File: config.mk
export PLATFORM = sky130hd
export DESIGN_NAME = stream_demux2
export DESIGN_NICKNAME = d
export VERILOG_FILES = /design/src/rtl/stream_demux2.sv
export SDC_FILE = /design/constraint.sdc
export NUM_CORES = 1
export LEC_CHECK = 0
export CAP_MARGIN = 25
export CORE_AREA = 10 10 76 59
export DETAILED_ROUTE_END_ITERATION = 16
export DIE_AREA = 0 0 86 69
export PLACE_DENSITY_LB_ADDON = 0.1
export SETUP_SLACK_MARGIN = 0.3
export SKIP_LAST_GASP = 1
export SYNTH_ARGS = -nofsm -noshare
export SYNTH_HDL_FRONTEND = slang
export SYNTH_SLANG_ARGS = --single-unit
File: constraint.sdc
create_clock -name Clk -period 1.2 [get_ports Clk]
set_input_delay 0.24 -clock Clk [delete_from_list [all_inputs] [get_ports Clk]]
set_output_delay 0.24 -clock Clk [all_outputs]
set_load 0.1 [all_outputs]
File: src/rtl/stream_demux2.sv
// stream_demux2: registered 1-to-2 valid/ready demultiplexer.
// Each beat is steered to port A (In_Sel=0) or port B (In_Sel=1).
// Each output owns a one-entry holding register and a wrapping handshake counter.
module stream_demux2 #(
  parameter int unsigned WIDTH = 4,
  parameter int unsigned CNT_W = 8
) (
  input  logic             Clk,
  input  logic             Rst_n,
  input  logic [WIDTH-1:0] In_Data,
  input  logic             In_Sel,
  input  logic             In_Valid,
  output logic             In_Ready,
  output logic [WIDTH-1:0] A_Data,
  output logic             A_Valid,
  input  logic             A_Ready,
  output logic [WIDTH-1:0] B_Data,
  output logic             B_Valid,
  input  logic             B_Ready,
  input  logic             Clr,
  output logic [CNT_W-1:0] A_Count,
  output logic [CNT_W-1:0] B_Count
);

  logic [WIDTH-1:0] a_data_q, a_data_d;
  logic             a_valid_q, a_valid_d;
  logic [WIDTH-1:0] b_data_q, b_data_d;
  logic             b_valid_q, b_valid_d;
  logic [CNT_W-1:0] a_cnt_q, a_cnt_d;
  logic [CNT_W-1:0] b_cnt_q, b_cnt_d;

  logic a_room, b_room;
  logic a_fire, b_fire;
  logic in_fire_a, in_fire_b;

  // A slot can take a beat when it is empty or draining this cycle.
  assign a_room   = ~a_valid_q | A_Ready;
  assign b_room   = ~b_valid_q | B_Ready;
  assign In_Ready = In_Sel ? b_room : a_room;

  assign a_fire    = a_valid_q & A_Ready;
  assign b_fire    = b_valid_q & B_Ready;
  assign in_fire_a = In_Valid & ~In_Sel & a_room;
  assign in_fire_b = In_Valid &  In_Sel & b_room;

  // Next state of both holding registers: fill wins over drain (no bubble).
  always_comb begin
    a_data_d  = a_data_q;
    a_valid_d = a_valid_q;
    b_data_d  = b_data_q;
    b_valid_d = b_valid_q;
    if (in_fire_a) begin
      a_data_d  = In_Data;
      a_valid_d = 1'b1;
    end else if (a_fire) begin
      a_valid_d = 1'b0;
    end
    if (in_fire_b) begin
      b_data_d  = In_Data;
      b_valid_d = 1'b1;
    end else if (b_fire) begin
      b_valid_d = 1'b0;
    end
  end

  // Next state of the handshake counters: clear beats increment, wrap is natural.
  always_comb begin
    a_cnt_d = a_cnt_q;
    b_cnt_d = b_cnt_q;
    if (Clr) begin
      a_cnt_d = '0;
      b_cnt_d = '0;
    end else begin
      if (a_fire) a_cnt_d = a_cnt_q + CNT_W'(1);
      if (b_fire) b_cnt_d = b_cnt_q + CNT_W'(1);
    end
  end

  // Data path state register; reset discards any held beat.
  always_ff @(posedge Clk or negedge Rst_n) begin
    if (!Rst_n) begin
      a_data_q  <= '0;
      a_valid_q <= 1'b0;
      b_data_q  <= '0;
      b_valid_q <= 1'b0;
    end else begin
      a_data_q  <= a_data_d;
      a_valid_q <= a_valid_d;
      b_data_q  <= b_data_d;
      b_valid_q <= b_valid_d;
    end
  end

  // Counter state register.
  always_ff @(posedge Clk or negedge Rst_n) begin
    if (!Rst_n) begin
      a_cnt_q <= '0;
      b_cnt_q <= '0;
    end else begin
      a_cnt_q <= a_cnt_d;
      b_cnt_q <= b_cnt_d;
    end
  end

  assign A_Data  = a_data_q;
  assign A_Valid = a_valid_q;
  assign B_Data  = b_data_q;
  assign B_Valid = b_valid_q;
  assign A_Count = a_cnt_q;
  assign B_Count = b_cnt_q;

endmodule

==> flow_metrics.tcl <==
set metrics [dict create \
    dieArea_um2 5930 \
    hold_buffers 0 \
    cts_tree "done" \
    power_density_nw_per_um2 1010 \
    slew_headroom 0.709 \
    vdd_drop_max_uv 1160 \
    gr-usage-all-layers 0.145 \
    seqCellArea_um2 723 \
    gp_congestion 0.778 \
    syn_nets 121 \
    cpLargestDelayFamily "flip-flops" \
    setup_slack_ps -295 \
    start_util 0.383 \
    crit_type "register to primary output" \
    multi_input_area_um2 769 \
    grt-ovfl-total 0 \
    final_cells 238 \
    cts_max_path_buffers 2 \
    routed-via-count 1336 \
    pwr-share-clk 0.184 \
    fmax_ghz 0.669 \
    ctsHtreeMaxLevel 1 \
    critPathSlowestCell "dfrtp_4" \
    max_stage_delay_ps 510 \
    wl_per_cell_um 22.7 \
    status "finished, violations left" \
    antennaDiodeCount 0 \
    slew_violations 0 \
    clockRootBuffer "clkbuf_8" \
    p_switching_mw 1.08 \
    io_pins 38 \
    comb_power_share 0.433 \
    violations "setup timing" \
    dpl.hpwl_um 2850 \
    clk_pin_slew_ps 90 \
    synthArstFlopShare 1.00 \
    synth_area_um2 1170 \
    fillers 115 \
    path_cells "nand2b_4, nor2_2, a21oi_4, buf_12" \
    via_per_inst 5.61 \
    start_kind "register" \
    final_util 0.897 \
    cp-end-kind "primary output" \
    cp.required_ps 960 \
    fin_crit_ps 1490 \
    antenna_found_initial 0 \
    first_iter_violations 83 \
    drive_above_1_share 0.775 \
    yosys_warnings 0 \
    portBuffers 37 \
    grt_pass1_wl_um 7020 \
    synth_area_per_cell_um2 10.8 \
    worstHoldPathType "input pin to asynchronous set/reset pin" \
    synth-seq-cells 26 \
    cts_sinks 26 \
    swShare 0.392 \
    dp.cells 213 \
    p_leak_nw 1.12 \
    antenna_left 0 \
    drc_errors 0 \
    finalNetCount 215 \
    cell_internal_pwr_mw 1.67 \
    ys_seq_area_frac 0.558 \
    tightest_slew_ps 432 \
    synthDistinctLibCells 20 \
    dr.pass1.iters 4 \
    final_hold_viol_count 0 \
    die_x_um 86 \
    grt_start_max_net_pins 27 \
    skew_ps 4.01 \
    core_um2 3040 \
    maxCapViolations 0 \
    cp.arrival_ps 1250 \
    grt_pass1_vias 1359 \
    crit_fanout 3 \
    cts_buffers 3 \
    pwr-share-seq 0.382 \
    clk-insertion-delay-late_ps 270 \
    dieHeight_um 69 \
    postSynthCellCount 108 \
    syn2layout_area_growth_pct 134 \
    period_share 1.25 \
    wl_um 5410 \
    cp.buffers_inverters 1 \
    hold_slack_ps 326 \
    num_rows 17 \
    setup_violations 38 \
    grt_setup_unrepaired "yes" \
    ys.flop_type "dfrtp_1" \
    synth_edf_count 0 \
]
==> cell usage after synthesis, types with 3 or more instances <==
master    count  area share
nor2_1        7       0.023
or3_1         5       0.027
nand3_1       7       0.030
or4_1         4       0.026
nand4_1       4       0.021
o21ai_0       5       0.021
o31ai_1       4       0.026
nor2b_1       3       0.016
dfrtp_1      26        0.56
mux2_2        9       0.087
nand2_1       8       0.026
a21oi_1      12       0.052
nand2b_1      3       0.016
==> timing repair <==
action	in CTS	in global routing
gates cloned	0	0
gates resized for setup	41	21
setup endpoints to repair	52	53
setup buffers	18	4
pin swaps	13	13
==> final timing paths <==
kind	start	end	slack, ps	cells past startpoint
setup / recovery	A_Valid	In_Ready	-290	4
max in group asynchronous	Rst_n	A_Count[1]	690	2
min in group Clk	In_Sel	B_Valid	470	4
setup reg to reg	B_Count[4]	B_Count[7]	-230	4
hold / removal	Rst_n	A_Count[2]	330	2
hold reg to reg	A_Data[0]	A_Data[0]	570	1
==> through the flow <==
stage | power, mW | area (µm²) | setup TNS, ps | setup slack, ps
after CTS | 2.71 | 2610 | -3720 | -297
final | 2.74 | 2730 | -4890 | -295
after floorplan | 1.65 | 1350 | -4900 | -401
after global routing | 2.83 | 2730 | -5960 | -332
after detailed placement | 2.14 | 2280 | -8490 | -501
after global placement | 2.12 | 2280 | -8060 | -452
==> placed cells by master, fill, tap and decap left out, types with 6 or more instances in the layout <==
master / count
buf_4: 30
a21oi_2: 9
buf_12: 28
dfrtp_2: 10
mux2_4: 9
clkdlybuf4s50_1: 6
nor2_1: 6
dfrtp_4: 16
buf_6: 23
==> registers in the layout (all words and copies together), names as in the netlist <==
name     flops
A_Count      8
B_Count      8
A_Data       4
B_Data       4
A_Valid      1
B_Valid      1
==> power by group through the flow <==
| stage | Sequential (mW) | Clock, mW | Combinational (mW) |
|---|---|---|---|
| after floorplan | 1.50 | 0 | 0.146 |
| after global placement | 1.06 | 0 | 1.07 |
| after detailed placement | 1.06 | 0 | 1.08 |
| after CTS | 1.04 | 0.506 | 1.17 |
| after global routing | 1.06 | 0.540 | 1.23 |
| final | 1.05 | 0.506 | 1.19 |
==> cells by family after synthesis <==
logic type      count (synthesis)  synth area share
compound gates                 21            0.0987
xor+xnor                        4            0.0300
fa+ha+maj                       2            0.0215
buf+inv                         3           0.00965
flops                          26             0.558
mux                             9            0.0869
simple gates                   43             0.195
==> final cells by class <==
class,count,area share
Multi-Input combinational cell,79,0.282
Clock buffer,3,0.0151
Inverter,1,0.00138
Sequential cell,26,0.265
Timing Repair Buffer,91,0.419
Tap cell,38,0.0174
==> layer usage <==
layer	GRT usage	vias to the layer above	part of all wire
met2	0.240	68	0.52
li1	-	575	-
met5	0	-	0
met4	0.0344	0	0.035
met3	0.0691	15	0.079
met1	0.162	678	0.37
Note: power is estimated with default switching activity, not from simulation.
==> RTL edit 1, RTL diff (same flow settings) <==
Make the reset (`Rst_n`) synchronous in 2 clocked blocks.
--- a/src/rtl/stream_demux2.sv
+++ b/src/rtl/stream_demux2.sv
@@ -77,7 +77,7 @@
   end
 
   // Data path state register; reset discards any held beat.
-  always_ff @(posedge Clk or negedge Rst_n) begin
+  always_ff @(posedge Clk) begin
     if (!Rst_n) begin
       a_data_q  <= '0;
       a_valid_q <= 1'b0;
@@ -92,7 +92,7 @@
   end
 
   // Counter state register.
-  always_ff @(posedge Clk or negedge Rst_n) begin
+  always_ff @(posedge Clk) begin
     if (!Rst_n) begin
       a_cnt_q <= '0;
       b_cnt_q <= '0;
Formal check against the unedited RTL: differs if Rst_n is asserted again (counterexample within 4 cycles, from zero or initial values and one cycle with Rst_n low); with Rst_n held inactive, the same outputs for 10 cycles.
==> RTL edit 1 against the unedited design <==
The flow still finishes with violations (setup timing); critical endpoint is now A_Count[5]; clock skew increased by 3.3 ps; non-clock buffer count shrank 1; sequential cell count stayed put; setup slack gained 140 ps; cell area fell by 0.69%; area after synthesis fell by 1.3%; wire length is 8.9% lower; die area unchanged; cell count is 8.8% higher; core utilization is 0.62 points lower.
Power is not compared: it rests on default switching activity, and its combinational part moved more than twofold at a synthesized area within 25%.
==> RTL edit 1: results (changes against the unedited design) <==
[synth]
netlist_top_cells_area = dfxtp_1 (45%), a21boi_0 (6.5%), nand3_1 (6.1%)
yosys.area.top_type = dfxtp_1
yosysUniqueCellTypes = 23  ; +15%
ys_seq_area_share_pct = 45.2  ; -11 points

[drt]
wl_per_cell_um = 19.0  ; -16%
wl_met3_um = 290  ; -32%
wl_met2_um = 2590  ; -7.5%
drt_iter0_markers = 48  ; -42%
drt-met1-wl_um = 2000  ; +0.20%

[global_route]
grtUsageMet2_pct = 25.4  ; +1.4 points
grt_use_total_pct = 14.6  ; +0.17 points
use_met1_pct = 16.8  ; +0.58 points
grt_pass1_vias = 1472  ; +8.3%

[outcome]
outcome = complete, but fails checks
failed_checks = setup timing

[placed_design]
dp_hpwl_um = 2800  ; -1.7%
gp_congestion = 0.776  ; -0.18%
placed_cell_area_sq_mm = 0.00214  ; -6.3%

[setup_path]
cpMaxStageDelayCell = dfxtp_4
cp.arrival_ps = 1560  ; +310 ps
slowest_delay_ps = 380  ; -130 ps
path_delay_family = simple AND/OR/NAND/NOR gates

[timing]
finalSetupViolCount = 10  ; -74%
setup_slack_ps = -151  ; +144 ps

[clock_network]
cts_setup_buffers = 23  ; +5

==> RTL edit 1: cell types whose count changed after synthesis, moves of 7 or more <==
cell and change:
a21boi_0 +10, dfrtp_1 -26, dfxtp_1 +26, mux2_2 -9, nand3_1 +7, o21ai_0 +8
==> RTL edit 1: tightest hold or removal path, delay by kind of cell, from the launching register on <==
kind | cells | cell delay, ps
AOI/OAI and AO/OA | 2 | 100
DFF | 1 | 350
==> RTL edit 1: report_power, final <==
part	internal [mW]	leakage, nW	switching, mW	total [mW]
clock network	0.230	0.0231	0.277	0.507
logic	0.204	0.750	0.269	0.473
registers	0.845	0.228	0.0216	0.867
==> RTL edit 1: logic make-up after synthesis <==
logic type / count (synthesis) / share of synthesized area [%]
buf+inv: 5 / 1.63
flops: 26 / 45.2
fa+ha+maj: 2 / 2.17
simple gates: 52 / 26.4
compound gates: 41 / 21.5
xor+xnor: 4 / 3.04
==> RTL edit 1: layout make-up <==
type                       count  area [sq um]  area share (%)
inverter                       2          7.51           0.277
tap                           38          47.5            1.75
timing repair buffer          90          1150            42.4
multi-input combinational     99           862            31.8
clock inverter                 1          3.75           0.139
sequential                    26           598            22.1
clock buffer                   3          41.3            1.52
==> RTL edit 1: through the flow <==
stage	utilization [%]	setup TNS, ps
floorplan	-	-1130
global placement	70.3	-6890
detailed placement	70.3	-7650
CTS	82.5	-556
global route	89.1	-1530
finish	89.1	-803
==> RTL edit 1: path summary, 6_finish.rpt <==
kind / start / end / slack, ps / cells after the start
worst max register to register: A_Valid / A_Count[5] / -150 / 6
worst min register to register: A_Data[2] / A_Data[2] / 490 / 2
worst min-delay path: A_Data[2] / A_Data[2] / 490 / 2
worst max-delay path: A_Valid / A_Count[5] / -150 / 6
==> RTL edit 2, RTL diff (same flow settings) <==
Made on the original files. Take the reset off `a_data_q` and `b_data_q` and load them in a clocked block of their own.
--- a/src/rtl/stream_demux2.sv
+++ b/src/rtl/stream_demux2.sv
@@ -79,16 +79,17 @@
   // Data path state register; reset discards any held beat.
   always_ff @(posedge Clk or negedge Rst_n) begin
     if (!Rst_n) begin
-      a_data_q  <= '0;
       a_valid_q <= 1'b0;
-      b_data_q  <= '0;
       b_valid_q <= 1'b0;
     end else begin
-      a_data_q  <= a_data_d;
       a_valid_q <= a_valid_d;
-      b_data_q  <= b_data_d;
       b_valid_q <= b_valid_d;
     end
+  end
+
+  always_ff @(posedge Clk) begin
+    a_data_q <= a_data_d;
+    b_data_q <= b_data_d;
   end
 
   // Counter state register.
Function: changed (Yosys sat finds a counterexample within 4 cycles, from zero or initial values and one cycle with Rst_n low).
==> RTL edit 2 against the unedited design <==
The flow still finishes with violations (setup timing); clock skew fell by 1.1 ps; sequential cell count did not move; worst hold slack got worse by 25 ps; highest routed layer unchanged; cell area fell by 7.5%; wire length fell by 28%; maximum frequency fell by 6.0%; critical path type unchanged; area after synthesis fell by 2.9%; critical endpoint unchanged; via count fell by 16%; largest cell class unchanged; setup slack got worse by 96 ps; core utilization fell by 6.7 points.
Power is not compared: it rests on default switching activity, and its combinational part moved more than twofold at a synthesized area within 25%.
==> RTL edit 2: results (changes against the unedited design) <==
[setup_path]
slowest_delay_ps = 480  ; -30 ps
cp.arrival_ps = 1350  ; +100 ps

[synth]
netlist_top_cells_area = dfrtp_1 (40%), edfxtp_1 (21%), a21oi_1 (5.3%)
synth_commonest_cells = dfrtp_1 (18), a21oi_1 (12), edfxtp_1 (8)
ys_seq_area_share_pct = 61.0  ; +5.2 points
avgSynthCellArea_sq_um = 11.3  ; +4.9%
syn_nets = 113  ; -6.6%
yosysUniqueCellTypes = 26  ; +30%
async_flop_share_pct = 69.2  ; -31 points
synth-edff-count = 8  ; +8

[global_route]
grt_start_max_net_pins = 19  ; -30%
grt_use_total_pct = 13.3  ; -1.2 points
grt_pass1_wl_um = 6360  ; -9.4%
grt_pass1_vias = 1243  ; -8.5%

[timing]
finalSetupViolCount = 35  ; -7.9%
setup_slack_ps = -391  ; -96.0 ps
clock_skew_ps = 2.95  ; -1.06 ps
worst_pin_slew_ps = 410  ; -22.0 ps

[placed_design]
dp_hpwl_um = 2620  ; -8.0%
placed_cell_area_sq_mm = 0.00217  ; -4.9%
gp_congestion = 0.790  ; +1.6%
pre_cts_ws_ps = -457  ; +43.5 ps

[drt]
num_vias = 1124  ; -16%
drt_iter0_markers = 54  ; -35%
drt_first_pass_iters = 4  ; unchanged
wl_per_cell_um = 17.4  ; -24%

[cells_and_area]
fill_cells = 150  ; +30%
drive_gt1_share_pct = 68.1  ; -9.4 points
fin_cells = 223  ; -6.3%
nets = 199  ; -7.4%

[outcome]
failed_checks = setup timing
outcome = complete, but fails checks

[power_and_ir_drop]
vdd_drop_max_mv = 0.805

[RTL edit 2: report_power, final]
group	internal (mW)	leakage, nW	total (mW)	switching, mW
registers	0.951	0.288	0.985	0.0339
clock network	0.230	0.0231	0.501	0.272
logic	0.246	0.680	0.583	0.337
[RTL edit 2: final timing paths]
| path | startpoint | endpoint | slack (ps) | depth (start not counted) |
|---|---|---|---|---|
| setup / recovery | A_Valid | In_Ready | -390 | 4 |
| hold / removal | Rst_n | B_Count[1] | 300 | 2 |
| setup reg to reg | A_Valid | A_Count[7] | -220 | 5 |
| hold reg to reg | A_Count[7] | A_Count[7] | 580 | 2 |
| max in group asynchronous | Rst_n | B_Count[4] | 680 | 2 |
| min in group Clk | A_Ready | A_Count[1] | 490 | 4 |
[RTL edit 2: layout make-up]
| cell class | count | area share [%] |
|---|---|---|
| Clock buffer | 3 | 1.64 |
| Tap cell | 38 | 1.88 |
| Clock inverter | 1 | 0.149 |
| Inverter | 1 | 0.149 |
| Sequential cell | 26 | 29.8 |
| Multi-Input combinational cell | 71 | 23.8 |
| Timing Repair Buffer | 83 | 42.5 |
[RTL edit 2: kinds of logic (layout without fill, tap and decap cells)]
family / after synthesis / in the layout / synth area share [%]
xor gates and xnor gates: 4 / 4 / 3.09
DFF: 26 / 26 / 61.0
and+or+nand+nor: 43 / 43 / 21.5
adders and majority gates: 2 / 2 / 2.21
muxes: 1 / 1 / 0.994
AOI/OAI and AO/OA: 21 / 21 / 10.2
buffers and inverters: 3 / 88 / 0.994
[RTL edit 2: routing by layer]
| metal | track usage, % | wire length, um |
|---|---|---|
| met2 | 21.7 | 1940 |
| met4 | 5.62 | 74 |
| met1 | 14.6 | 1530 |
| met5 | 0 | 0 |
| met3 | 5.74 | 325 |
[RTL edit 2: through the flow]
step	total power [mW]	utilization (%)	setup TNS, ps
2_1_floorplan	1.27	-	-4470
3_3_place_gp	1.52	71.3	-7350
3_5_place_dp	1.53	71.3	-7870
4_1_cts	2.07	81.1	-4030
5_1_grt	2.14	83.0	-5580
6_report	2.07	83.0	-4030
[RTL edit 2: what timing repair did]
item / CTS / global route
pin swaps: 22 / 6
setup endpoints to repair: 53 / 53
buffers inserted: 12 / 3
gates resized for setup: 42 / 12
